===== src/rtl/arbitro_pkg.sv =====
// Shared types for the multiplier arbiter: FSM state encoding and a
// compile-time ceiling-log2 used to size the pointer and the watchdog.
package arbitro_pkg;

    typedef enum logic [1:0] {
        LIVRE    = 2'd0,
        INICIA   = 2'd1,
        ESPERA   = 2'd2,
        RESPONDE = 2'd3
    } estado_t;

    // Returns at least 1 so a single-value range still gets a real bit.
    function automatic int clog2(input int valor);
        int w;
        w = 0;
        for (int i = 0; i < 31; i++) begin
            if ((1 << i) < valor) begin
                w = i + 1;
            end
        end
        if (w == 0) begin
            w = 1;
        end
        return w;
    endfunction

endpackage


===== src/rtl/rr_seletor.sv =====
// Combinational round-robin picker: first asserted request at or after ptr,
// wrapping from N_REQ-1 back to 0.
module rr_seletor
    import arbitro_pkg::*;
#(
    parameter int N_REQ = 4,
    parameter int IW    = 2
) (
    input  logic [N_REQ-1:0] req,
    input  logic [IW-1:0]    ptr,
    output logic [N_REQ-1:0] sel,
    output logic [IW-1:0]    idx,
    output logic             any
);

    int          j;
    logic [IW-1:0] jj;

    // Walk from the farthest candidate down so the last hit is the nearest one.
    always_comb begin
        sel = '0;
        idx = '0;
        any = 1'b0;
        j   = 0;
        jj  = '0;
        for (int k = N_REQ - 1; k >= 0; k--) begin
            j = int'(ptr) + k;
            if (j >= N_REQ) begin
                j = j - N_REQ;
            end
            jj = IW'(j);
            if (req[jj]) begin
                any = 1'b1;
                idx = jj;
            end
        end
        if (any) begin
            sel = N_REQ'(1) << idx;
        end
    end

endmodule


===== src/rtl/arbitro_multiplicador.sv =====
// Shares one sequential multiplier between N_REQ requesters with round-robin
// arbitration, a one-cycle result pulse and a watchdog for hung jobs.
//
//  state    | meaning
//  LIVRE    | idle, arbitrating when the multiplier reports idle
//  INICIA   | operands latched, St pulse to the multiplier
//  ESPERA   | waiting for Done, watchdog running
//  RESPONDE | result (or timeout) pulsed to the owner, pointer advanced
module arbitro_multiplicador
    import arbitro_pkg::*;
#(
    parameter int N_REQ   = 4,
    parameter int WIDTH   = 16,
    parameter int TIMEOUT = 64
) (
    input  logic                     clk,
    input  logic                     rst,
    input  logic [N_REQ-1:0]         req,
    input  logic [N_REQ*WIDTH-1:0]   op_a,
    input  logic [N_REQ*WIDTH-1:0]   op_b,
    output logic [N_REQ-1:0]         grant,
    output logic [N_REQ-1:0]         res_valid,
    output logic                     res_err,
    output logic [2*WIDTH-1:0]       resultado,
    output logic                     mul_St,
    output logic [WIDTH-1:0]         mul_A,
    output logic [WIDTH-1:0]         mul_B,
    input  logic                     mul_Idle,
    input  logic                     mul_Done,
    input  logic [2*WIDTH-1:0]       mul_Produto
);

    localparam int IW = clog2(N_REQ);
    localparam int WW = clog2(TIMEOUT);
    localparam logic [WW-1:0] WD_LIM  = WW'(TIMEOUT - 1);
    localparam logic [IW-1:0] ULTIMO  = IW'(N_REQ - 1);

    estado_t           estado;
    logic [IW-1:0]     rr_ptr;
    logic [IW-1:0]     dono;
    logic [WW-1:0]     watchdog;

    logic [N_REQ-1:0]  sel;
    logic [IW-1:0]     idx;
    logic              any;

    rr_seletor #(
        .N_REQ (N_REQ),
        .IW    (IW)
    ) u_seletor (
        .req (req),
        .ptr (rr_ptr),
        .sel (sel),
        .idx (idx),
        .any (any)
    );

    always_ff @(posedge clk or negedge rst) begin
        if (!rst) begin
            estado    <= LIVRE;
            rr_ptr    <= '0;
            dono      <= '0;
            watchdog  <= '0;
            grant     <= '0;
            res_valid <= '0;
            res_err   <= 1'b0;
            resultado <= '0;
            mul_St    <= 1'b0;
            mul_A     <= '0;
            mul_B     <= '0;
        end else begin
            mul_St    <= 1'b0;
            res_valid <= '0;
            res_err   <= 1'b0;
            case (estado)
                LIVRE: begin
                    if (any && mul_Idle) begin
                        mul_A  <= op_a[int'(idx)*WIDTH +: WIDTH];
                        mul_B  <= op_b[int'(idx)*WIDTH +: WIDTH];
                        grant  <= sel;
                        dono   <= idx;
                        mul_St <= 1'b1;
                        estado <= INICIA;
                    end
                end
                INICIA: begin
                    watchdog <= '0;
                    estado   <= ESPERA;
                end
                ESPERA: begin
                    watchdog <= watchdog + 1'b1;
                    // Done takes priority over an expiring watchdog.
                    if (mul_Done) begin
                        resultado <= mul_Produto;
                        res_valid <= N_REQ'(1) << dono;
                        estado    <= RESPONDE;
                    end else if (watchdog == WD_LIM) begin
                        resultado <= '0;
                        res_err   <= 1'b1;
                        res_valid <= N_REQ'(1) << dono;
                        estado    <= RESPONDE;
                    end
                end
                RESPONDE: begin
                    grant  <= '0;
                    rr_ptr <= (dono == ULTIMO) ? '0 : dono + 1'b1;
                    estado <= LIVRE;
                end
                default: begin
                    estado <= LIVRE;
                end
            endcase
        end
    end

endmodule


===== config.mk =====
export PLATFORM = sky130hd
export DESIGN_NAME = arbitro_multiplicador
export DESIGN_NICKNAME = d
export VERILOG_FILES = /design/src/rtl/arbitro_pkg.sv /design/src/rtl/rr_seletor.sv /design/src/rtl/arbitro_multiplicador.sv
export SDC_FILE = /design/constraint.sdc
export NUM_CORES = 1
export LEC_CHECK = 0
export BUFFER_PORTS_ARGS = -buffer_cell sky130_fd_sc_hd__buf_4
export CORE_ASPECT_RATIO = 2
export CORE_MARGIN = 4
export CORE_UTILIZATION = 40
export CTS_BUF_LIST = sky130_fd_sc_hd__clkbuf_4 sky130_fd_sc_hd__clkbuf_8
export CTS_CLUSTER_DIAMETER = 80
export CTS_CLUSTER_SIZE = 10
export DETAILED_ROUTE_END_ITERATION = 7
export GPL_TIMING_DRIVEN = 0
export PLACE_DENSITY = 0.73
export SLEW_MARGIN = 15
export SYNTH_ARGS = -nofsm -noshare
export SYNTH_HDL_FRONTEND = slang
export SYNTH_HIERARCHICAL = 1
export SYNTH_SLANG_ARGS = --single-unit

===== constraint.sdc =====
create_clock -name clk -period 2.75 [get_ports clk]
set_clock_uncertainty 0.15 [all_clocks]
set_input_delay 0.55 -clock clk [delete_from_list [all_inputs] [get_ports clk]]
set_output_delay 0.55 -clock clk [all_outputs]
set_load 0.02 [all_outputs]

## Word level (Yosys, flattened, before mapping)

Index checks and enable logic that the tools add are counted.

| storage, ports and cells | value |
|---|---|
| input port bits | 168 |
| bits in registers | 86 |
| output and inout port bits | 74 |

| cells by class | value |
|---|---|
| muxes and demuxes | 39 |
| shifts and indexed selects | 4 |
| magnitude comparators | 8 |
| eq/ne operators | 7 |
| reduce and logical (&&, ||, !) cells | 9 |
| add/subtract/negate cells | 9 |

Operator list:

| cell | count |
|---|---|
| indexed part select 64 x 7 -> 16 bit | 2 |
| two-way mux 32 bit | 2 |
| two-way mux 2 bit | 12 |
| two-way mux 4 bit | 5 |
| two-way mux 1 bit | 13 |
| less-than comparator 2 x 3 -> 1 bit (second input constant) | 4 |
| one-hot mux 6 bit (2 select lines) | 1 |
| greater-or-equal comparator 3 bit (second input constant) | 3 |
| binary-select mux 1 bit (select 2 bit) | 4 |
| one-hot mux 2 bit (4 select lines) | 1 |
| one-hot mux 4 bit (2 select lines) | 1 |
| AND reduction 2 bit | 4 |
| << shifter 1 x 2 -> 4 bit (first input constant) | 2 |
| subtractor 2 x 1 -> 2 bit (second input constant) | 4 |
| adder 2 x 2 -> 3 bit (second input constant) | 2 |
| adder 6 x 1 -> 6 bit (second input constant) | 1 |
| equality test 2 bit (second input constant) | 3 |
| equality test 6 bit (second input constant) | 1 |
| nonzero test 2 bit | 3 |
| adder 2 x 1 -> 3 bit (second input constant) | 1 |
| greater-or-equal comparator 2 x 3 -> 1 bit (second input constant) | 1 |
| != test 3 bit (second input constant) | 1 |
| adder 2 x 1 -> 2 bit (second input constant) | 1 |
| equality test 2 x 1 -> 1 bit (second input constant) | 1 |
| other kinds (3) | 3 |

## Depth between registers and ports, before layout

Gate-level depths: netlist (run 1).

| depth | value |
|---|---|
| depth after elaboration | 13 |
| mapped depth | 8 |
| gate-level depth less buffers | 6 |

## Hierarchy

Netlist (run 1), hierarchy kept.

Modules (own cells, without submodules):

| module | times used | area each (sq um) | cells an instance | sequential area each (sq um) |
|---|---|---|---|---|
| arbitro_multiplicador | 1 | 4319.1 | 345 | 2152.1 |
| rr_seletor | 1 | 182.7 | 29 | 0.0 |

## Least setup slack after synthesis (run 1)

Ideal clock, no wire load.

| timing | value |
|---|---|
| path kind | input port to flip-flop |
| from | in req[3] |
| to | reg mul_A[7] |
| setup time | 125 ps |
| data arrival time | 2047 ps |
| required time | 2475 ps |
| slack | 429 ps |
| stages on the path | 7 |
| cells stage by stage | buf_4 o21bai_1 a221oi_2 buf_6 buf_12 mux4_2 mux2_2 |

RTL lines:

| what | line | text |
|---|---|---|
| start, declared | arbitro_multiplicador.sv:18 | `input logic [N_REQ-1:0] req,` |
| binary-select mux 1 bit (select 2 bit) | rr_seletor.sv:32 | `if (req[jj]) begin` |
| two-way mux 1 bit (implied by the code) | rr_seletor.sv:32 |  |
| two-way mux 2 bit (3 in a row) | rr_seletor.sv:32 |  |
| two-way mux 2 bit (*) | rr_seletor.sv:32 |  |
| net idx[0] | arbitro_multiplicador.sv:44 | `logic [IW-1:0] idx;` |
| indexed part select 64 x 7 -> 16 bit (*) | arbitro_multiplicador.sv:78 | `mul_A <= op_a[int'(idx)*WIDTH +: WIDTH];` |
| end signal, assigned | arbitro_multiplicador.sv:78 |  |
| end, declared | arbitro_multiplicador.sv:26 | `output logic [WIDTH-1:0] mul_A,` |

The timed path passes the listed nets; every way through them passes the cells marked *. The select of a mux whose other input is x is not followed.
A chain may end at the register's enable or synchronous reset.

## Final worst setup path (run 1)

| timing | value |
|---|---|
| from | reg rr_ptr[0] |
| to | reg mul_B[5] |

RTL lines:

| what | line | text |
|---|---|---|
| start, declared | arbitro_multiplicador.sv:39 | `logic [IW-1:0] rr_ptr;` |
| start signal, assigned | arbitro_multiplicador.sv:106 | `rr_ptr <= (dono == ULTIMO) ? '0 : dono + 1'b1;` |
| adder 2 x 2 -> 3 bit | rr_seletor.sv:27 | `j = int'(ptr) + k;` |
| greater-or-equal comparator 3 bit or subtractor 2 x 1 -> 2 bit (tied branches) | rr_seletor.sv:28, rr_seletor.sv:29 |  |
| two-way mux 2 bit | rr_seletor.sv:28 | `if (j >= N_REQ) begin` |
| binary-select mux 1 bit (select 2 bit) | rr_seletor.sv:32 |  |
| two-way mux 1 bit (implied by the code) | rr_seletor.sv:32 |  |
| two-way mux 2 bit (3 in a row) | rr_seletor.sv:32 |  |
| two-way mux 2 bit (*) | rr_seletor.sv:32 |  |
| net idx[0] | arbitro_multiplicador.sv:44 |  |
| indexed part select 64 x 7 -> 16 bit (*) | arbitro_multiplicador.sv:79 | `mul_B <= op_b[int'(idx)*WIDTH +: WIDTH];` |
| end signal, assigned | arbitro_multiplicador.sv:79 |  |
| end, declared | arbitro_multiplicador.sv:27 | `output logic [WIDTH-1:0] mul_B,` |

Marks and branches as above.

==> results of run 1 <==
[layout by cell type (no fill, tap or decap), types with 2 or more instances in the layout]
master	Yosys	layout
clkbuf_8	0	10
clkbuf_1	9	9
nor2b_1	4	4
nand3_1	5	5
mux4_2	29	29
nor3_1	2	2
buf_12	3	3
buf_2	10	10
inv_1	10	10
mux4_1	3	3
bufinv_16	0	2
buf_4	1	239
nand2_1	72	72
nand2b_1	2	2
o21a_1	5	5
nor2_1	11	11
o21ai_0	40	40
dfrtp_1	86	86
buf_6	2	3
and2_1	4	4
ha_1	9	9
mux2_2	37	37
clkinv_4	0	2
a22o_1	8	8
a21oi_1	4	4
[worst max path at each step]
stage               startpoint       end  slack [ps]
floorplan               req[3]  mul_A[7]         430
global placement        req[3]  mul_B[1]         240
detailed placement      req[3]  mul_B[5]         200
CTS                  rr_ptr[1]  mul_B[5]         320
global route         rr_ptr[1]  mul_B[5]         180
finish               rr_ptr[0]  mul_B[5]         330
[sequential cells by signal, summed over array words and instances, names as in the netlist]
signal     flops
watchdog       6
mul_St         1
resultado     32
mul_A         16
res_err        1
rr_ptr         2
res_valid      4
dono           2
estado         2
mul_B         16
grant          4
[worst max-delay path: cells and delay by family, from the launching register on]
| family | cells | cell delay (ps) |
|---|---|---|
| simple gates | 1 | 120 |
| flops | 1 | 480 |
| compound gates | 2 | 420 |
| mux | 2 | 790 |
| buf+inv | 2 | 350 |
[power breakdown]
group          switching, uW  internal, uW
Clock                    445           548
Sequential               362          1830
Combinational           1850          1820
[cell type report]
type | instances | area (um^2) | area share [%]
timing repair buffer | 239 | 1800 | 26.8
clock buffer | 11 | 145 | 2.17
inverter | 10 | 37.5 | 0.560
sequential | 86 | 2150 | 32.1
buffer | 27 | 183 | 2.73
tap | 140 | 175 | 2.61
multi-input combinational | 251 | 2130 | 31.8
clock inverter | 5 | 82.6 | 1.23
[cell families (layout without fill, tap and decap cells)]
logic type | Yosys count | count (layout) | share of synthesized area [%]
AND/OR/NAND/NOR | 105 | 105 | 9.84
flip-flops | 86 | 86 | 47.8
multiplexers | 69 | 69 | 25.5
AO/OA/AOI/OAI | 67 | 67 | 9.26
buffers and inverters | 37 | 292 | 4.89
adder cells (fa/ha/maj) | 9 | 9 | 2.50
XOR/XNOR | 1 | 1 | 0.195
[metrics by stage]
stage	setup WS (ps)	total power, uW	hold WS, ps
floorplan	429	4430	104
global placement	238	5820	339
detailed placement	202	5940	349
CTS	322	6950	223
global route	183	7330	132
finish	327	6860	87.7
[metal layers]
| metal | routed length, um | share of wire, % |
|---|---|---|
| met5 | 0 | 0 |
| met4 | 419 | 3.2 |
| met3 | 920 | 7.0 |
| met2 | 7570 | 58 |
| met1 | 4240 | 32 |
==> run_results.csv, run 1 <==
group,metric,value,unit
detailed_routing,via_per_inst,5.17,
layout,drive_gt1_share,54.1,%
cts,cts_resized,0,
synth,synth_commonest_cells,"dfrtp_1 (86), nand2_1 (72), o21ai_0 (40)",
grt,grt_max_degree,87,
synth,ys.flop_type,"dfrtp_1",
cts,cts_hold_buffers,0,
cts,htreeDepth,3,
die,fp.dieH,158,um
placed_design,dp_cells,753,
grt,track_usage,19.9,%
grt,grt_pass1_vias,4303,
pwr,power_leakage,0.00325,uW
run,cap_violations,0,
grt,grt-busiest-layer,"met2",
synth,ys_seq_area_share,47.8,%
cts,cts_buffers,9,
detailed_routing,vias,3979,
run_status,status,"finished, final reports clean",
grt,grt_use_met1,18.9,%
pwr,cellPowerDensity,1020,nW/um^2
timing,final_max_slew_viol_count,0,
worst_setup_path,path_cells,"nor2_1, o21bai_1, a221oi_2, buf_6, buf_12, mux4_2, mux2_2",
die,rows,54,
worst_setup_path,ff2ff_path_depth,7,
detailed_routing,wl_per_cell,17.1,um
synth,synth_fp_nets,551,
worst_setup_path,timing.rr.start,"rr_ptr[0]",
timing,maxSlewHeadroom,48.7,%
worst_setup_path,crit_fanout,10,
synth,synth_area_leader_cell,"dfrtp_1",
grt,use_met3,5.73,%
synth,synth_top_area_share,47.8,%
synth,syn_avg_cell_area,12.0,um^2
worst_setup_path,endpoint_kind,"flip-flop",
cts,clock_latency,360,ps
synth,yosysMostFrequentCell,"dfrtp_1",
layout,final_util,61.2,%
placed_design,portBuffers,239,
timing,worst_pin_slew,770,ps
timing,fin_tns_setup,0,ps
layout,num_antenna_cells,0,
cts,cts_sinks,86,
synth,synth_warnings,6,
placed_design,gp_congestion,0.802,
placed_design,dpl.hpwl,10900,um
worst_setup_path,reg2reg_to,"mul_B[5]",
grt,antenna_found_initial,0,
layout,postLayoutCellArea,6700,um^2
detailed_routing,drtIter0Drc,89,
synth,netlist_area,4500,um^2
layout,fill_cells,928,
timing,rsz0062_at_grt,"false",
die,core-area,10900,um^2
worst_setup_path,cp_data_arrival_time,2520,ps
layout,fin_cells,769,
die,dieArea,13100,um^2
synth,synth_cells,374,
timing,hold_viol_final,0,
synth,synth-edff-count,0,
timing,period_minus_slack,2420,ps
worst_setup_path,startpoint_type,"flip-flop",
timing,finalSetupViolations,0,
grt,grt_overflow,0,
grt,grt_pass1_wl,20800,um
worst_setup_path,slowest_delay,520,ps
cts,clk_pin_slew,90,ps
pwr,vdd_ir_drop_max,0.491,mV
die,start_util,41.1,%
worst_setup_path,path_class,"reg2reg",
placed_design,dpl_cell_area,6470,um^2
synth,synth_cell_type_count,40,
grt,grt_util_met2,38.8,%
timing,fin_crit_sh,88.1,%
detailed_routing,drtPass1Iterations,4,
detailed_routing,drc,0,
worst_setup_path,ff2ff_setup_slack,330,ps
cts,root_buffer,"clkbuf_8",
cts,clockBufferDepth,2,
worst_setup_path,crit_slowest_cell,"mux4_2",
cts,postCtsSetupRepairBufs,0,
die,ios,242,
cts,cts_tree,"built",
layout,fin_nets,801,
detailed_routing,ant_nets,0,
hold_path,worstHoldPathType,"in2async",
timing,max_freq,413,MHz
die,die-width,83.0,um
layout,syn_to_final_growth,48.9,%
synth,async_flop_share,100,%
synth,ys_seq_elements,86,
worst_setup_path,required,2850,ps
synth,yosys-top-cells-area,"dfrtp_1 (48%), mux4_2 (15%), mux2_2 (9.3%)",
detailed_routing,routed_wl,13100,um
Note: power is estimated with default switching activity, not from simulation.
==> run 2, diff against run 1 <==
- ABC_AREA: unset -> 1
- PLACE_DENSITY: 0.73 -> 0.71
==> run 2 against run 1 <==
Against the previous run: sequential power down 3%; non-clock buffer count increased by 13; via count up 36%; global-route usage increased by 2.9 points; critical path type unchanged.
==> run_results.csv, run 2 <==
group,metric,value,unit
timing,hold_viol_final,0,
synth,synth_warnings,6,
layout,fin_nets,1141,
timing,rsz0062_at_grt,"false",
cts,postCtsSetupRepairBufs,0,
run,cap_violations,0,
grt,track_usage,22.8,%
layout,layout_common_cells,"buf_4 (251), nand2_1 (237), nor2_1 (104)",
synth,netlist_area,5080,um^2
cts,clk_pin_slew,90,ps
layout,drive_gt1_share,34.2,%
grt,grt_pass1_wl,26300,um
worst_setup_path,startpoint_type,"flip-flop",
synth,synth-edff-count,0,
synth,ys.flop_type,"dfrtp_1",
timing,maxSlewHeadroom,45.1,%
timing,fin_tns_setup,0,ps
worst_setup_path,crit_start,"rr_ptr[0]",
timing,max_freq,412,MHz
worst_setup_path,required,2900,ps
detailed_routing,via_per_inst,4.83,
layout,largest_register_ffs,32,
cts,cts_sinks,86,
grt,antenna_found_initial,0,
cts,cts_hold_buffers,0,
synth,syn_avg_cell_area,7.14,um^2
synth,synth_fp_nets,889,
timing,fin_crit_sh,88.4,%
die,dieArea,14700,um^2
detailed_routing,routed_wl,16700,um
synth,synth_top_area_share,42.3,%
cts,root_buffer,"clkbuf_8",
timing,period_minus_slack,2430,ps
placed_design,portBuffers,241,
worst_setup_path,path_cells,"buf_6, nand2_1, nand3_1, nand2_1, inv_1, nor2_1, nor2_1, nand2_2, nand2_2, inv_2, clkbuf_1, o211ai_1, nand3_1",
detailed_routing,vias,5401,
synth,yosys-top-cells-area,"dfrtp_1 (42%), nand2_1 (17%), nand3_1 (8.2%)",
worst_setup_path,cp_data_arrival_time,2580,ps
synth,ys_seq_area_share,42.3,%
cts,cts_tree,"built",
pwr,cellPowerDensity,1210,nW/um^2
die,core-area,12500,um^2
timing,finalSetupViolations,0,
die,start_util,40.7,%
synth,synth_commonest_cells,"nand2_1 (237), nor2_1 (104), dfrtp_1 (86)",
synth,yosysMostFrequentCell,"nand2_1",
timing,worst_pin_slew,824,ps
worst_setup_path,timing.rr.start,"rr_ptr[0]",
detailed_routing,ant_nets,0,
grt,grt_pass1_vias,5458,
timing,final_max_slew_viol_count,0,
timing,hold_ws,76.8,ps
synth,async_flop_share,100,%
run_status,status,"finished, final reports clean",
worst_setup_path,crit_slowest_cell,"clkbuf_1",
worst_setup_path,endpoint_kind,"flip-flop",
layout,largest_register,"resultado",
cts,clock_latency,350,ps
detailed_routing,drtPass1Iterations,7,
worst_setup_path,slowest_delay,460,ps
synth,synth_cell_type_count,27,
cts,cts_buffers,9,
worst_setup_path,ff2ff_setup_slack,320,ps
die,die-width,87.7,um
synth,synth_cells,712,
worst_setup_path,crit_fanout,10,
worst_setup_path,path_class,"reg2reg",
pwr,vdd_ir_drop_max,1.23,mV
worst_setup_path,ff2ff_path_depth,13,
layout,syn_to_final_growth,43.2,%
grt,grt_overflow,0,
cts,cts_resized,0,
grt,grt_max_degree,87,
detailed_routing,drtIter0Drc,199,
placed_design,dpl.hpwl,13400,um
hold_path,worstHoldPathType,"in2async",
detailed_routing,wl_per_cell,14.9,um
layout,final_common_cell,"buf_4",
cts,htreeDepth,3,
placed_design,gp_congestion,0.876,
die,rows,58,
die,fp.dieH,167,um
detailed_routing,drc,0,
worst_setup_path,reg2reg_to,"mul_B[2]",
synth,synth_area_leader_cell,"dfrtp_1",
cts,clockBufferDepth,2,
layout,largestRegisters,"resultado: 32 flops, mul_A: 16 flops, mul_B: 16 flops",
pwr,power_leakage,0.00410,uW
layout,num_antenna_cells,0,
synth,ys_seq_elements,86,
die,ios,242,
[run 2: changes by cell type after synthesis, moves of 8 or more]
| cell | previous run | this run |
|---|---|---|
| nand2_2 | 0 | 14 |
| a22o_1 | 8 | 0 |
| o211ai_1 | 0 | 18 |
| or2_1 | 0 | 15 |
| inv_1 | 10 | 53 |
| mux2_2 | 37 | 0 |
| mux4_2 | 29 | 0 |
| nor2_1 | 11 | 104 |
| nand3_1 | 5 | 83 |
| or2_2 | 0 | 16 |
| buf_4 | 1 | 11 |
| nand2_1 | 72 | 237 |
| o21ai_0 | 40 | 8 |
[run 2: cells by family after synthesis]
| kind of cell | synth area share (%) |
|---|---|
| AOI/OAI and AO/OA | 5.12 |
| adders and majority gates | 2.22 |
| buffers and inverters | 9.75 |
| DFF | 42.3 |
| and+or+nand+nor | 40.6 |
[run 2: worst max path at each step]
stage / end
floorplan: mul_B[15]
global placement: mul_A[15]
detailed placement: mul_B[2]
CTS: mul_B[2]
global route: mul_A[15]
finish: mul_B[2]
[run 2: power by group]
group          internal, uW  switching (uW)
combinational          2250            3540
sequential             1810             331
clock                   442             474
[run 2: critical path, delay by kind of cell (launching register included)]
kind                   cells  cell delay (ps)
AOI/OAI and AO/OA          1              220
and+or+nand+nor            8              760
DFF                        1              410
buffers and inverters      4              830
[run 2: cell type report]
type                       count  area (um^2)
buffer                        38          270
inverter                      58          225
clock buffer                  10          138
fill                        1254         5200
timing repair buffer         241         1810
sequential                    86         2150
multi-input combinational    530         2440
tap                          150          188
clock inverter                 5         58.8
[run 2: through the flow]
stage          worst slack [ps]  instance area [um^2]  instances  total power, uW  util [%]
6_report                    320                  7280       1118             8840      58.3
2_1_floorplan               660                  5080        712             5960         -
4_1_cts                     328                  7280       1118             8950      58.3
5_1_grt                     120                  7280       1118             9660      58.3
3_3_place_gp                241                  7080       1103             7930      56.7
3_5_place_dp                217                  7080       1103             8020      56.7
[run 2: routing by layer]
layer | vias up | global-route usage (%) | routed length, um
li1 | 2708 | - | -
met4 | 0 | 9.82 | 597
met2 | 195 | 42.7 | 9250
met1 | 2458 | 23.7 | 5890
met5 | - | 0 | 0
met3 | 40 | 4.19 | 948
==> run 3, diff against run 2 <==
- PLACE_DENSITY: 0.71 -> 0.73
- clock period: 2.75 -> 2.13 ns (I/O delays scaled with it)
==> run 3 against run 2 <==
Against the previous run: the flow now finishes with violations (hold timing, setup timing); non-clock buffer count rose by 15; fmax is 6.0% higher; clock-buffer cell count unchanged; highest routed layer unchanged; critical path type unchanged; worst hold slack worse by 110 ps.
==> run_results.csv, run 3 (same netlist as run 2, synthesis figures left out) <==
group,metric,value,unit
timing,maxSlewHeadroom,45.4,%
grt,grt_overflow,0,
timing,hold_viol_final,15,
layout,layout_common_cells,"buf_4 (256), nand2_1 (225), dfrtp_1 (85)",
die,die-width,87.7,um
detailed_routing,drc,0,
placed_design,dpl.hpwl,13500,um
die,fp.dieH,167,um
grt,grt_pass1_vias,5546,
pwr,cellPowerDensity,1680,nW/um^2
hold_path,worstHoldPathType,"in2async",
die,ios,242,
detailed_routing,drtIter0Drc,238,
die,dieArea,14700,um^2
grt,grt_max_degree,87,
timing,fin_crit_sh,108,%
layout,syn_to_final_growth,55.0,%
pwr,total_power,13300,uW
detailed_routing,vias,5558,
worst_setup_path,path_class,"reg2reg",
placed_design,portBuffers,241,
detailed_routing,via_per_inst,4.90,
worst_setup_path,startpoint_type,"flip-flop",
timing,hold_ws,-33.6,ps
cts,cts_tree,"built",
worst_setup_path,crit_start,"rr_ptr[0]",
die,rows,58,
timing,rsz0062_at_grt,"true",
worst_setup_path,reg2reg_to,"mul_A[15]",
placed_design,preCtsSetupSlack,-185,ps
timing,worst_pin_slew,819,ps
layout,largest_register_ffs,32,
worst_setup_path,cp_data_arrival_time,2370,ps
timing,finalSetupViolations,32,
timing,period_minus_slack,2290,ps
cts,root_buffer,"clkbuf_8",
cts,cts_buffers,9,
layout,fin_cells,1134,
timing,max_freq,436,MHz
layout,multi_input_area,2710,um^2
run,cap_violations,0,
cts,cts_hold_buffers,0,
worst_setup_path,crit_fanout,8,
cts,clk_pin_slew,100,ps
layout,final_util,63.1,%
worst_setup_path,endpoint,"mul_A[15]",
pwr,vdd_ir_drop_max,1.31,mV
pwr,power_leakage,0.00433,uW
placed_design,gp_congestion,0.870,
worst_setup_path,ff2ff_path_depth,16,
cts,cts_sinks,86,
layout,fill_cells,1131,
detailed_routing,wl_per_cell,15.6,um
layout,seq_area,2150,um^2
cts,clock_latency,350,ps
worst_setup_path,timing.rr.start,"rr_ptr[0]",
layout,drive_gt1_share,40.3,%
layout,final_common_cell,"buf_4",
die,core-area,12500,um^2
detailed_routing,ant_nets,0,
detailed_routing,drtPass1Iterations,4,
worst_setup_path,endpoint_kind,"flip-flop",
grt,grt_pass1_wl,26500,um
run_status,status,"finished, violations left",
worst_setup_path,ff2ff_setup_slack,-160,ps
detailed_routing,routed_wl,17700,um
die,start_util,40.7,%
layout,num_antenna_cells,0,
layout,largestRegisters,"resultado: 32 flops, mul_A: 16 flops, mul_B: 16 flops",
timing,fin_ws,-162,ps
cts,htreeDepth,3,
grt,track_usage,22.9,%
run_status,violations,"hold timing, setup timing",
worst_setup_path,required,2210,ps
placed_design,dp_cells,1103,
layout,fin_nets,1156,
cts,clockBufferDepth,2,
layout,largest_register,"resultado",
timing,final_max_slew_viol_count,0,
timing,fin_tns_setup,-3140,ps
grt,antenna_found_initial,0,
run 3: cell count changes in the layout (fill, tap and decap cells not counted), sizes merged:
cell / before / now
buf: 276 / 283
clkinvlp: 2 / 1
clkbuf: 13 / 21
clkinv: 1 / 3
run 3: critical path, stage by stage, from the launching register on:
cell	delay [ps]
dfrtp_1	420
buf_6	160
clkinv_8	80
nand2_4	50
nand2_4	90
nand2_4	60
nand2_4	80
inv_2	40
nand2_1	50
nand2_1	60
nand2_2	90
nand2_4	110
buf_12	170
clkbuf_16	160
or2_0	210
nand3_1	90
nand3_1	90
run 3: report_power, final:
group	switching (uW)	internal, uW	leakage [uW]
Clock	634	584	0.000103
Combinational	5230	4040	0.00313
Sequential	438	2330	0.00109
run 3: worst min path at each step:
stage | startpoint | to | slack, ps | depth (start not counted)
2_1_floorplan | rst | dono[0] | -20 | 0
3_3_place_gp | mul_A[1] | mul_A[1] | 310 | 2
3_5_place_dp | mul_B[9] | mul_B[9] | 320 | 2
4_1_cts | mul_Done | res_err | 70 | 2
5_1_grt | rst | resultado[19] | 30 | 1
6_report | rst | resultado[18] | -30 | 1
run 3: routing by layer:
layer	routed length [um]	vias to the layer above	track usage, %	share of wire [%]
met4	649	0	9.62	3.7
met3	1130	42	4.68	6.4
met5	0	-	0	0
met1	5870	2551	24.2	33
li1	-	2744	-	-
met2	10000	221	42.3	57
run 3: area by class of cell:
cell class                 count  share of cell area [%]
tap                          150                    2.38
clock buffer                  10                    1.75
sequential                    86                    27.3
clock inverter                 6                   0.873
timing repair buffer         256                    25.5
multi-input combinational    530                    34.4
buffer                        38                    4.68
inverter                      58                    3.05
run 3: what timing repair did:
| item | CTS | global route |
|---|---|---|
| pin swaps | 3 | 63 |
| cloned | 0 | 6 |
| setup buffers | 4 | 5 |
| setup endpoints to repair | 35 | 38 |
| gates resized for setup | 13 | 107 |
run 3: per-stage QoR:
| stage | cell area, um^2 | hold WS [ps] |
|---|---|---|
| CTS | 7350 | 73.8 |
| global route | 7880 | 30.9 |
| floorplan | 5080 | -19.6 |
| global placement | 7080 | 314 |
| detailed placement | 7080 | 318 |
| finish | 7880 | -33.6 |
